<file path="config.mk">
export PLATFORM = sky130hd
export DESIGN_NAME = adc_frame_packer_flat
export DESIGN_NICKNAME = d
export VERILOG_FILES = /design/src/rtl/adc_pkg.sv /design/src/rtl/adc_frame_packer_if.sv /design/src/rtl/adc_frame_fifo.sv /design/src/rtl/adc_frame_packer.sv /design/src/flat_wrapper.sv
export SDC_FILE = /design/constraint.sdc
export NUM_CORES = 1
export LEC_CHECK = 0
export CAP_MARGIN = 40
export CORE_ASPECT_RATIO = 0.8
export CORE_MARGIN = 1.5
export CORE_UTILIZATION = 30
export DETAILED_ROUTE_END_ITERATION = 16
export HOLD_SLACK_MARGIN = 0.06
export PLACE_DENSITY_LB_ADDON = 0.08
export RECOVER_POWER = 100
export SETUP_SLACK_MARGIN = 0.5
export SYNTH_ARGS = -nofsm -noshare
export SYNTH_HDL_FRONTEND = slang
export SYNTH_SLANG_ARGS = --single-unit
</file>
<file path="constraint.sdc">
create_clock -name clk -period 5.4 [get_ports clk]
set_input_delay 1.62 -clock clk [delete_from_list [all_inputs] [get_ports clk]]
set_output_delay 1.62 -clock clk [all_outputs]
set_load 0.05 [all_outputs]
</file>
<file path="src/rtl/adc_pkg.sv">
// Shared types and constants for the ADC frame packer.
// Frame geometry, default sync byte, one-hot serializer states.
package adc_pkg;

   localparam int NUM_CH      = 8;
   localparam int SAMPLE_W    = 16;
   localparam int FRAME_W     = NUM_CH * SAMPLE_W;
   localparam int FRAME_BYTES = 19;

   localparam logic [7:0] DEF_SYNC_BYTE = 8'hA5;

   typedef enum logic [4:0] {
      S_IDLE = 5'b00001,
      S_SYNC = 5'b00010,
      S_SEQ  = 5'b00100,
      S_DATA = 5'b01000,
      S_CSUM = 5'b10000
   } ser_state_e;

   // Even idx is the high byte of channel idx/2, odd idx the low byte.
   function automatic logic [7:0] frame_byte(
      input logic [FRAME_W-1:0] frame,
      input logic [3:0]         idx
   );
      logic [SAMPLE_W-1:0] s;
      s = frame[{idx[3:1], 4'b0000} +: SAMPLE_W];
      return idx[0] ? s[7:0] : s[15:8];
   endfunction

endpackage

</file>
<file path="src/rtl/adc_frame_packer_if.sv">
// Frame input and packet byte stream of the ADC frame packer.
// master drives frames and tx_ready; slave is the packer.
interface adc_frame_packer_if
   import adc_pkg::*;
#(
   parameter int FIFO_DEPTH = 4,
   parameter int OVF_W      = 16
) ();

   logic [FRAME_W-1:0]            data;
   logic                          data_valid;
   logic [7:0]                    tx_data;
   logic                          tx_valid;
   logic                          tx_ready;
   logic [$clog2(FIFO_DEPTH):0]   fifo_level;
   logic [OVF_W-1:0]              overflow_cnt;

   modport master (
      output data, data_valid, tx_ready,
      input  tx_data, tx_valid, fifo_level, overflow_cnt
   );

   modport slave (
      input  data, data_valid, tx_ready,
      output tx_data, tx_valid, fifo_level, overflow_cnt
   );

endinterface

</file>
<file path="src/rtl/adc_frame_fifo.sv">
// Synchronous frame FIFO with wrap-bit pointers.
// Head entry is read combinationally.
module adc_frame_fifo
   import adc_pkg::*;
#(
   parameter int DEPTH = 4,
   parameter int WIDTH = FRAME_W + 8
) (
   input  logic                     clk,
   input  logic                     rst_n,
   input  logic                     push,
   input  logic                     pop,
   input  logic [WIDTH-1:0]         din,
   output logic [WIDTH-1:0]         dout,
   output logic [$clog2(DEPTH):0]   level,
   output logic                     full,
   output logic                     empty
);

   localparam int AW = $clog2(DEPTH);

   logic [WIDTH-1:0] mem_q [DEPTH];
   logic [AW:0]      wr_q, wr_d;
   logic [AW:0]      rd_q, rd_d;

   always_comb begin
      level = wr_q - rd_q;
      full  = (level == (AW+1)'(DEPTH));
      empty = (wr_q == rd_q);
      dout  = mem_q[rd_q[AW-1:0]];
      wr_d  = (push && !full) ? wr_q + 1'b1 : wr_q;
      rd_d  = (pop && !empty) ? rd_q + 1'b1 : rd_q;
   end

   always_ff @(posedge clk or negedge rst_n) begin
      if (!rst_n) begin
         wr_q <= '0;
         rd_q <= '0;
      end else begin
         wr_q <= wr_d;
         rd_q <= rd_d;
      end
   end

   always_ff @(posedge clk) begin
      if (push && !full) mem_q[wr_q[AW-1:0]] <= din;
   end

endmodule

</file>
<file path="src/rtl/adc_frame_packer.sv">
// Buffers ADC frames and serializes each into a 19-byte packet:
// sync, seq, 16 sample bytes, XOR checksum of bytes 1..17.
module adc_frame_packer
   import adc_pkg::*;
#(
   parameter int         FIFO_DEPTH = 4,
   parameter logic [7:0] SYNC_BYTE  = DEF_SYNC_BYTE,
   parameter int         OVF_W      = 16
) (
   input  logic               clk,
   input  logic               rst_n,
   adc_frame_packer_if.slave  bus
);

   localparam int LVL_W   = $clog2(FIFO_DEPTH) + 1;
   localparam int ENTRY_W = FRAME_W + 8;

   logic [7:0]       seq_q, seq_d;
   logic [OVF_W-1:0] ovf_q, ovf_d;
   ser_state_e       state_q, state_d;
   logic [3:0]       byte_idx_q, byte_idx_d;
   logic [7:0]       csum_q, csum_d;
   logic             tx_valid_q, tx_valid_d;
   logic [7:0]       tx_data_q, tx_data_d;

   logic               push, pop, hs;
   logic [7:0]         csum_nx;
   logic [ENTRY_W-1:0] head;
   logic [LVL_W-1:0]   level;
   logic               full, empty;

   adc_frame_fifo #(
      .DEPTH (FIFO_DEPTH),
      .WIDTH (ENTRY_W)
   ) u_fifo (
      .clk   (clk),
      .rst_n (rst_n),
      .push  (push),
      .pop   (pop),
      .din   ({seq_q, bus.data}),
      .dout  (head),
      .level (level),
      .full  (full),
      .empty (empty)
   );

   always_comb begin
      push    = bus.data_valid && !full;
      hs      = tx_valid_q && bus.tx_ready;
      csum_nx = csum_q ^ tx_data_q;
      seq_d   = bus.data_valid ? seq_q + 8'd1 : seq_q;
      ovf_d   = ovf_q;
      if (bus.data_valid && full && !(&ovf_q))
         ovf_d = ovf_q + OVF_W'(1);
      pop        = 1'b0;
      state_d    = state_q;
      byte_idx_d = byte_idx_q;
      csum_d     = csum_q;
      tx_valid_d = tx_valid_q;
      tx_data_d  = tx_data_q;
      unique case (state_q)
         S_IDLE: if (!empty) begin
            state_d    = S_SYNC;
            tx_valid_d = 1'b1;
            tx_data_d  = SYNC_BYTE;
         end
         S_SYNC: if (hs) begin
            state_d   = S_SEQ;
            csum_d    = 8'h00;
            tx_data_d = head[ENTRY_W-1 -: 8];
         end
         S_SEQ: if (hs) begin
            state_d    = S_DATA;
            csum_d     = csum_nx;
            byte_idx_d = 4'd0;
            tx_data_d  = frame_byte(head[FRAME_W-1:0], 4'd0);
         end
         S_DATA: if (hs) begin
            csum_d = csum_nx;
            if (byte_idx_q == 4'd15) begin
               state_d   = S_CSUM;
               tx_data_d = csum_nx;
            end else begin
               byte_idx_d = byte_idx_q + 4'd1;
               tx_data_d  = frame_byte(head[FRAME_W-1:0],
                                       byte_idx_q + 4'd1);
            end
         end
         S_CSUM: if (hs) begin
            pop = 1'b1;
            // A same-cycle push keeps a frame queued after this pop.
            if (level > LVL_W'(1) || push) begin
               state_d   = S_SYNC;
               tx_data_d = SYNC_BYTE;
            end else begin
               state_d    = S_IDLE;
               tx_valid_d = 1'b0;
               tx_data_d  = 8'h00;
            end
         end
         default: begin
            state_d    = S_IDLE;
            tx_valid_d = 1'b0;
            tx_data_d  = 8'h00;
         end
      endcase
   end

   always_ff @(posedge clk or negedge rst_n) begin
      if (!rst_n) begin
         seq_q      <= '0;
         ovf_q      <= '0;
         state_q    <= S_IDLE;
         byte_idx_q <= '0;
         csum_q     <= '0;
         tx_valid_q <= 1'b0;
         tx_data_q  <= '0;
      end else begin
         seq_q      <= seq_d;
         ovf_q      <= ovf_d;
         state_q    <= state_d;
         byte_idx_q <= byte_idx_d;
         csum_q     <= csum_d;
         tx_valid_q <= tx_valid_d;
         tx_data_q  <= tx_data_d;
      end
   end

   assign bus.tx_data      = tx_data_q;
   assign bus.tx_valid     = tx_valid_q;
   assign bus.fifo_level   = level;
   assign bus.overflow_cnt = ovf_q;

endmodule
</file>
<file path="src/flat_wrapper.sv">
// flat-port wrapper written by rule: the top's interface ports become plain ports
module adc_frame_packer_flat import adc_pkg::*;
#(
   parameter int         FIFO_DEPTH = 4,
   parameter logic [7:0] SYNC_BYTE  = DEF_SYNC_BYTE,
   parameter int         OVF_W      = 16
)
  (clk, rst_n, bus_data, bus_data_valid, bus_tx_ready, bus_tx_data, bus_tx_valid, bus_fifo_level, bus_overflow_cnt);
  adc_frame_packer_if #(.FIFO_DEPTH(FIFO_DEPTH), .OVF_W(OVF_W)) bus_i ();
  input  logic clk;
  input  logic rst_n;
  input wire logic [$bits(bus_i.data)-1:0] bus_data;
  input wire logic [$bits(bus_i.data_valid)-1:0] bus_data_valid;
  input wire logic [$bits(bus_i.tx_ready)-1:0] bus_tx_ready;
  output wire logic [$bits(bus_i.tx_data)-1:0] bus_tx_data;
  output wire logic [$bits(bus_i.tx_valid)-1:0] bus_tx_valid;
  output wire logic [$bits(bus_i.fifo_level)-1:0] bus_fifo_level;
  output wire logic [$bits(bus_i.overflow_cnt)-1:0] bus_overflow_cnt;
  assign bus_i.data = bus_data;
  assign bus_i.data_valid = bus_data_valid;
  assign bus_i.tx_ready = bus_tx_ready;
  assign bus_tx_data = bus_i.tx_data;
  assign bus_tx_valid = bus_i.tx_valid;
  assign bus_fifo_level = bus_i.fifo_level;
  assign bus_overflow_cnt = bus_i.overflow_cnt;
  adc_frame_packer #(.FIFO_DEPTH(FIFO_DEPTH), .SYNC_BYTE(SYNC_BYTE), .OVF_W(OVF_W)) u_core (.clk(clk), .rst_n(rst_n), .bus(bus_i));
endmodule
</file>
---- After elaboration in Yosys (flattened, before gate mapping) ----
Memories as Yosys holds them, arrays and structs flattened.
Cells that the tools add are included.
word-level totals
  flip-flop bits (word level) ............. 56
  RAM bits ................................ 544
  input port bits ......................... 132
  logic and storage cells ................. 89
  memories ................................ 1
cells by class
  add/subtract/negate cells ............... 6
  order comparisons ....................... 1
  equal/unequal tests ..................... 17
  shifts and indexed selects .............. 1
  mux-type cells .......................... 32
  bitwise logic cells ..................... 2
  reductions and logical operators ........ 20
memories
  name                 words  bits a word  rd ports  clocked after Yosys merged registers in  write ports  RTL line              RTL
  u_core.u_fifo.mem_q  4      136          1         0                                        1            adc_frame_fifo.sv:22  logic [WIDTH-1:0] mem_q [DEPTH];
operators by type and width
  kind                                                                   number
  128-bit by 8-bit indexed part select with 16-bit output                1
  8-bit 2-to-1 mux                                                       10
  8-bit one-hot mux with 5 select lines                                  1
  5-bit 2-to-1 mux                                                       6
  5-bit one-hot mux with 5 select lines                                  1
  16-bit by 1-bit adder with 16-bit output, second input constant        1
  8-bit one-hot mux with 2 select lines                                  1
  16-bit AND reduction                                                   1
  4-bit 2-to-1 mux                                                       3
  2-bit by 1-bit != test with 1-bit output, second input constant        6
  8-bit by 1-bit adder with 8-bit output, second input constant          1
  4-bit one-hot mux with 2 select lines                                  1
  4-bit AND reduction                                                    2
  8-bit XOR                                                              1
  1-bit 2-to-1 mux                                                       7
  3-bit by 1-bit adder with 3-bit output, second input constant          2
  1-bit logical AND                                                      6
  2-bit != test, second input constant                                   3
  6-bit AND reduction                                                    1
  5-bit by 1-bit equality test with 1-bit output, second input constant  1
  5-bit by 2-bit equality test with 1-bit output, second input constant  1
  5-bit by 3-bit equality test with 1-bit output, second input constant  1
  5-bit by 4-bit equality test with 1-bit output, second input constant  1
  5-bit equality test, second input constant                             1
  other kinds (16)                                                       19

---- Logic depth before layout (Yosys ltp) ----
Gate-level depths: netlist of the first run.
  depth in word-level cells ............... 8
  mapped depth ............................ 11
  mapped depth without buffers ............ 9

---- Cells and area by module ----
A second synthesis of the first run with hierarchy kept.
second synthesis, totals
  cell total of the unflattened synthesis .. 1,113
  area, all modules ....................... 23,822.8 um^2
by module, submodules not included
  module            times used  cells each  area each (um^2)
  adc_frame_fifo    1           754         20,056.7
  adc_frame_packer  1           359         3,766.1

---- Worst setup path before layout of the first run ----
Ideal clock, no wire load.
  path type ............................... input -> register
  from .................................... in bus_data_valid
  to ...................................... mem u_core.u_fifo.mem_q[3][0] in the netlist's numbering, enable pin
  data arrival time ....................... 5,421 ps
  data required time ...................... 4,887 ps
  setup slack ............................. -534 ps
  cell stages on the path ................. 3
  cell sequence ........................... clkbuf_1 > nor2b_1 > and2_1
between the ends
  cells in the longest elaborated chain, start to end .. 4
RTL lines
  item                                    RTL line                RTL
  start: declaration                      flat_wrapper.sv:13      input wire logic [$bits(bus_i.data_valid)-1:0] bus_data_valid;
  1-bit logical AND                       adc_frame_packer.sv:48  push = bus.data_valid && !full;
  1-bit logical AND                       adc_frame_fifo.sv:46    if (push && !full) mem_q[wr_q[AW-1:0]] <= din;
  1-bit 2-to-1 mux                        adc_frame_fifo.sv:46
  1-bit 2-to-1 mux (not written as such)  adc_frame_fifo.sv:46
  end: declaration                        adc_frame_fifo.sv:22
Every way passes these cells.

---- Final worst setup path of the first run ----
  from .................................... in bus_data_valid
  to ...................................... mem u_core.u_fifo.mem_q[0][104] in the netlist's numbering, enable pin
Same word-level chain as after synthesis.

==> results of run 1 <==
[critical path: cells and delay by family]
family,cells,cell delay [ns]
simple gates,2,1.80
buf+inv,2,1.48
[sequential cells by signal, summed over array words and instances (netlist names)]
signal,cells
u_core.u_fifo.mem_q,544
u_core.bus.overflow_cnt,16
u_core.bus.tx_data,8
u_core.csum_q,8
u_core.seq_q,8
u_core.state_q,5
u_core.byte_idx_q,4
u_core.u_fifo.rd_q,3
u_core.u_fifo.wr_q,3
u_core.bus.tx_valid,1
[cells by family after synthesis]
kind of cell	Yosys count	share of synthesized area [%]
DFF	600	74.9
muxes	168	15.5
and+or+nand+nor	154	3.19
AOI/OAI and AO/OA	100	2.98
buffers and inverters	64	1.47
xor gates and xnor gates	35	1.36
adders and majority gates	11	0.613
[path summary, 6_finish.rpt]
| path | startpoint | end | slack [ns] | cells past startpoint |
|---|---|---|---|---|
| hold reg to reg | u_core.bus.overflow_cnt[0] | u_core.bus.overflow_cnt[0] | 0.51 | 1 |
| min in group asynchronous | rst_n | u_core.csum_q[7] | 1.43 | 1 |
| max in group asynchronous | rst_n | u_core.u_fifo.rd_q[0] | 1.54 | 2 |
| setup / recovery | bus_data_valid | u_core.u_fifo.mem_q[0][104] | 0.69 | 4 |
| setup reg to reg | u_core.u_fifo.wr_q[0] | u_core.u_fifo.mem_q[0][104] | 0.98 | 8 |
| hold / removal | u_core.bus.overflow_cnt[0] | u_core.bus.overflow_cnt[0] | 0.51 | 1 |
[layout make-up]
type,count,area (µm²),share of cell area (%)
Clock buffer,93,1840,6.40
Timing Repair Buffer,198,1910,6.66
Multi-Input combinational cell,468,5640,19.6
Tap cell,1023,1280,4.46
Clock inverter,28,243,0.846
Antenna cell,3,7.51,0.0262
Inverter,12,45.0,0.157
Sequential cell,600,17700,61.8
[cells in the final DEF (no fill, tap or decap), drive strengths merged, types with 10 or more instances in the layout]
master	n
nor2	33
mux4	157
edfxtp	544
and3	11
nand3	14
xnor2	22
o21ai	25
dlygate4sd3	158
buf	16
clkbuf	115
dfrtp	55
nand4	11
xor2	12
clkinv	21
nand2	48
a21oi	11
ha	10
inv	15
[per-stage QoR]
step	total power, mW	worst slack, ns	std cells	utilization [%]
after floorplan	8.37	0.983	1132	-
after global placement	9.72	1.15	2296	34.5
after detailed placement	9.74	1.14	2301	34.5
after CTS	14.2	0.945	2422	37.2
after global routing	14.5	0.468	2422	37.0
final	13.8	0.689	2425	37.0
[routing by layer]
metal | GRT usage [%] | up-vias
met2 | 23.3 | 253
met3 | 2.76 | 95
li1 | - | 5153
met1 | 22.7 | 6270
met5 | 0 | -
met4 | 4.25 | 2
[power by group through the flow]
stage / registers, mW / clock network, mW / logic [mW]
after global routing: 6.67 / 4.68 / 3.10
after CTS: 6.57 / 4.52 / 3.09
final: 6.58 / 4.37 / 2.86
after detailed placement: 6.66 / 0 / 3.08
after floorplan: 6.68 / 0 / 1.69
after global placement: 6.65 / 0 / 3.07
==> results_dict.tcl, run 1 <==
set metrics [dict create \
    yosysSeqAreaShare_pct 74.9 \
    globalRouteTotalUtil_pct 15.4 \
    drive_gt1_share_pct 19.9 \
    synth-edff-count 544 \
    cts.sinks 600 \
    finalSetupViolCount 0 \
    first_pass_iters 5 \
    drtIter0Drc 1001 \
    grt-ovfl-total 0 \
    die_y_um 254 \
    clock-root-buffer "clkbuf_16" \
    worst_hold_path_type "flop to flop" \
    stdcell_area_mm2 0.0287 \
    p_int_mw 9.82 \
    cts_buffers 67 \
    fmax_mhz 212 \
    crit_arrival_ns 4.94 \
    switching_share_pct 28.9 \
    top_layer "met5" \
    synthesis.nets 1275 \
    combPwrFrac_pct 20.7 \
    fin_crit_ns 4.71 \
    yosysMostFrequentCell "edfxtp_1" \
    vias_per_cell 4.85 \
    cts_tree "yes" \
    wl_met2_um 27900 \
    clk_path_buf_depth 3 \
    wl_met3_um 2450 \
    seqPwrFrac_pct 47.6 \
    dp_hpwl_um 38900 \
    yosysTopAreaCellShare_pct 69.0 \
    portBuffers 159 \
    wl_met1_um 29600 \
    ys_warn_count 0 \
    rsz0062_at_grt "false" \
    crit_path_end_kind "flop" \
    gp_congestion 0.753 \
    vias 11773 \
    drt_wl_total_um 61200 \
    grt_pass1_vias 12434 \
    fillers 7155 \
    die_w_um 317 \
    setup_tns_ns 0 \
    synth.largest_area_cell "edfxtp_1" \
    worstPathCellList "dlygate4sd3_1 > nor2b_1 > and2_1 > clkbuf_2" \
    nets 1490 \
    async_reset_ff_share_pct 9.33 \
    peakVddDrop_uv 179 \
    finalHoldViolCount 0 \
    whs_ns 0.510 \
    num_rows 91 \
    htreeDepth 3 \
    clk_latency_ns 0.61 \
    postCtsResizedCells 0 \
    crit_path_top_delay_cell "and2_1" \
    synthToLayoutAreaGrowth_pct 21.2 \
    max_stage_delay_ns 1.37 \
    initial_core_util_pct 30.5 \
    wl_per_cell_um 25.2 \
    finalMaxSlewViolations 137 \
    coreArea_mm2 0.0777 \
    antenna_found_initial 11 \
    synthTopCellsByArea "edfxtp_1 69%, mux4_2 14%, dfrtp_1 5.8%, xnor2_1 0.81%, nand2_1 0.76%" \
    grt_max_degree 95 \
    power.switching_mw 3.99 \
    power_density_mw_per_mm2 481 \
    die_area_mm2 0.0807 \
    slew-limit-headroom_pct -18.6 \
    violations "max-capacitance violations, max-slew violations" \
    fin_skew_ns 0.0136 \
    num_io_pins 160 \
    leakagePower_nw 9.47 \
    synth_area_mm2 0.0237 \
    antenna_left 0 \
    worstPathRequired_ns 5.63 \
    cp-start-kind "primary input" \
    post_cts_buffers 0 \
    grt_pass1_wl_um 88800 \
    clk_pin_slew_ns 0.05 \
    tightestPinTransition_ns 1.78 \
    cts_hold_buf 0 \
    power.clock.fraction_pct 31.6 \
    ys_ff_latch 600 \
    netlist_instances 1132 \
    period_share_pct 87.2 \
    yosys-top-cells-count "544 x edfxtp_1, 151 x mux4_2, 55 x dfrtp_1" \
    ys_types 58 \
    drc_errors 0 \
    path_class "primary input to flop" \
    path_max_fanout 23 \
    placedInstanceArea_mm2 0.0268 \
    syn-mean-instance-area_um2 20.9 \
    ys_dominant_reg_cell "edfxtp_1" \
    status "complete, but fails checks" \
    drv_cap 5 \
]
Note: power is estimated with default switching activity, not from simulation.
==> run 2, diff against run 1 <==
CORE_UTILIZATION = 50   (was 30)
==> results_dict.tcl, run 2 (synthesis gave the netlist of run 1 again) <==
set metrics [dict create \
    status "complete, but fails checks" \
    violations "max-capacitance violations, max-slew violations" \
    cp-start-kind "primary input" \
    vias 11685 \
    grt-ovfl-total 0 \
    largest_reg_flops 544 \
    grt_pass1_vias 11988 \
    globalRouteTotalUtil_pct 21.7 \
    leakagePower_nw 9.39 \
    rsz0062_at_grt "false" \
    setup_tns_ns 0 \
    vias_per_cell 5.83 \
    num_io_pins 160 \
    clk_pin_slew_ns 0.06 \
    slew-limit-headroom_pct -46.6 \
    fin_crit_ns 4.70 \
    gp_congestion 0.806 \
    finalSetupViolCount 0 \
    fmax_mhz 213 \
    first_pass_iters 5 \
    fin_skew_ns 0.0251 \
    cts_hold_buf 0 \
    drv_cap 7 \
    grt_pass1_wl_um 76900 \
    nets 1481 \
    peakVddDrop_uv 318 \
    num_rows 71 \
    r2r_slack_ns 1.01 \
    clk_path_buf_depth 3 \
    synthToLayoutAreaGrowth_pct 18.0 \
    post_cts_buffers 0 \
    p_total_mw 13.2 \
    path_class "primary input to flop" \
    cts_buffers 57 \
    drc_errors 0 \
    wl_per_cell_um 25.6 \
    initial_core_util_pct 50.5 \
    antenna_left 0 \
    portBuffers 159 \
    die_area_mm2 0.0487 \
    clock-root-buffer "clkbuf_16" \
    coreArea_mm2 0.0469 \
    drt_wl_total_um 51300 \
    antenna_found_initial 7 \
    drtIter0Drc 943 \
    drive_gt1_share_pct 19.9 \
    layout_common_cells "544 x edfxtp_1, 158 x dlygate4sd3_1, 151 x mux4_2" \
    final_common_cell "edfxtp_1" \
    worst_hold_path_type "flop to flop" \
    die_w_um 246 \
    tightestPinTransition_ns 2.20 \
    postCtsResizedCells 0 \
    dp_hpwl_um 32700 \
    cts.sinks 600 \
    grt_max_degree 95 \
    finalHoldViolCount 0 \
    cts_tree "yes" \
    clk_latency_ns 0.61 \
    htreeDepth 2 \
    die_y_um 198 \
    whs_ns 0.512 \
    crit_path_end_kind "flop" \
    path_max_fanout 35 \
    worstPathRequired_ns 5.70 \
    power_density_mw_per_mm2 472 \
    period_share_pct 87.0 \
    crit_arrival_ns 5.00 \
    finalMaxSlewViolations 278 \
]
[run 2: final cells by class]
class                           count  area, µm²
Timing Repair Buffer              199       1950
Sequential cell                   600      17700
Antenna cell                        2       5.00
Multi-Input combinational cell    468       5640
Inverter                           12       45.0
Fill cell                        3427      18900
Clock inverter                     38        287
Clock buffer                       67       1520
Tap cell                          620        776
[run 2: per-stage QoR]
step           utilization [%]  std cells  cell area (µm²)  worst slack, ns
2_1_floorplan                -       1132            23700            0.983
3_3_place_gp              55.8       1895            26200             1.25
3_5_place_dp              56.0       1899            26300             1.19
4_1_cts                   59.9       2004            28100            0.960
5_1_grt                   59.6       2004            28000            0.468
6_report                  59.6       2006            28000            0.702
[run 2: path summary, 6_finish.rpt]
kind                                            start                    endpoint  depth (start not counted)
max                                    bus_data_valid  u_core.u_fifo.mem_q[1][23]                          4
max in group asynchronous                       rst_n        u_core.byte_idx_q[0]                          2
max reg2reg                     u_core.u_fifo.wr_q[0]  u_core.u_fifo.mem_q[1][23]                          8
min reg2reg                u_core.bus.overflow_cnt[2]  u_core.bus.overflow_cnt[2]                          1
min                        u_core.bus.overflow_cnt[2]  u_core.bus.overflow_cnt[2]                          1
min in group asynchronous                       rst_n            u_core.csum_q[3]                          1
[run 2: metal layers]
metal / GRT usage [%] / vias to the layer above / wire (µm)
li1: - / 5133 / -
met4: 5.69 / 6 / 994
met2: 33.4 / 368 / 24200
met3: 4.83 / 77 / 3650
met5: 0 / - / 39
met1: 31.7 / 6101 / 22400
[run 2: critical path, cell delays in order]
cell and delay [ns]:
dlygate4sd3_1 0.77, nor2b_1 0.44, and2_1 1.69, buf_4 0.46
[run 2: where the power goes]
part | switching, mW | internal, mW
clock network | 1.68 | 2.18
registers | 0.327 | 6.23
logic | 1.71 | 1.07
total | 3.72 | 9.48
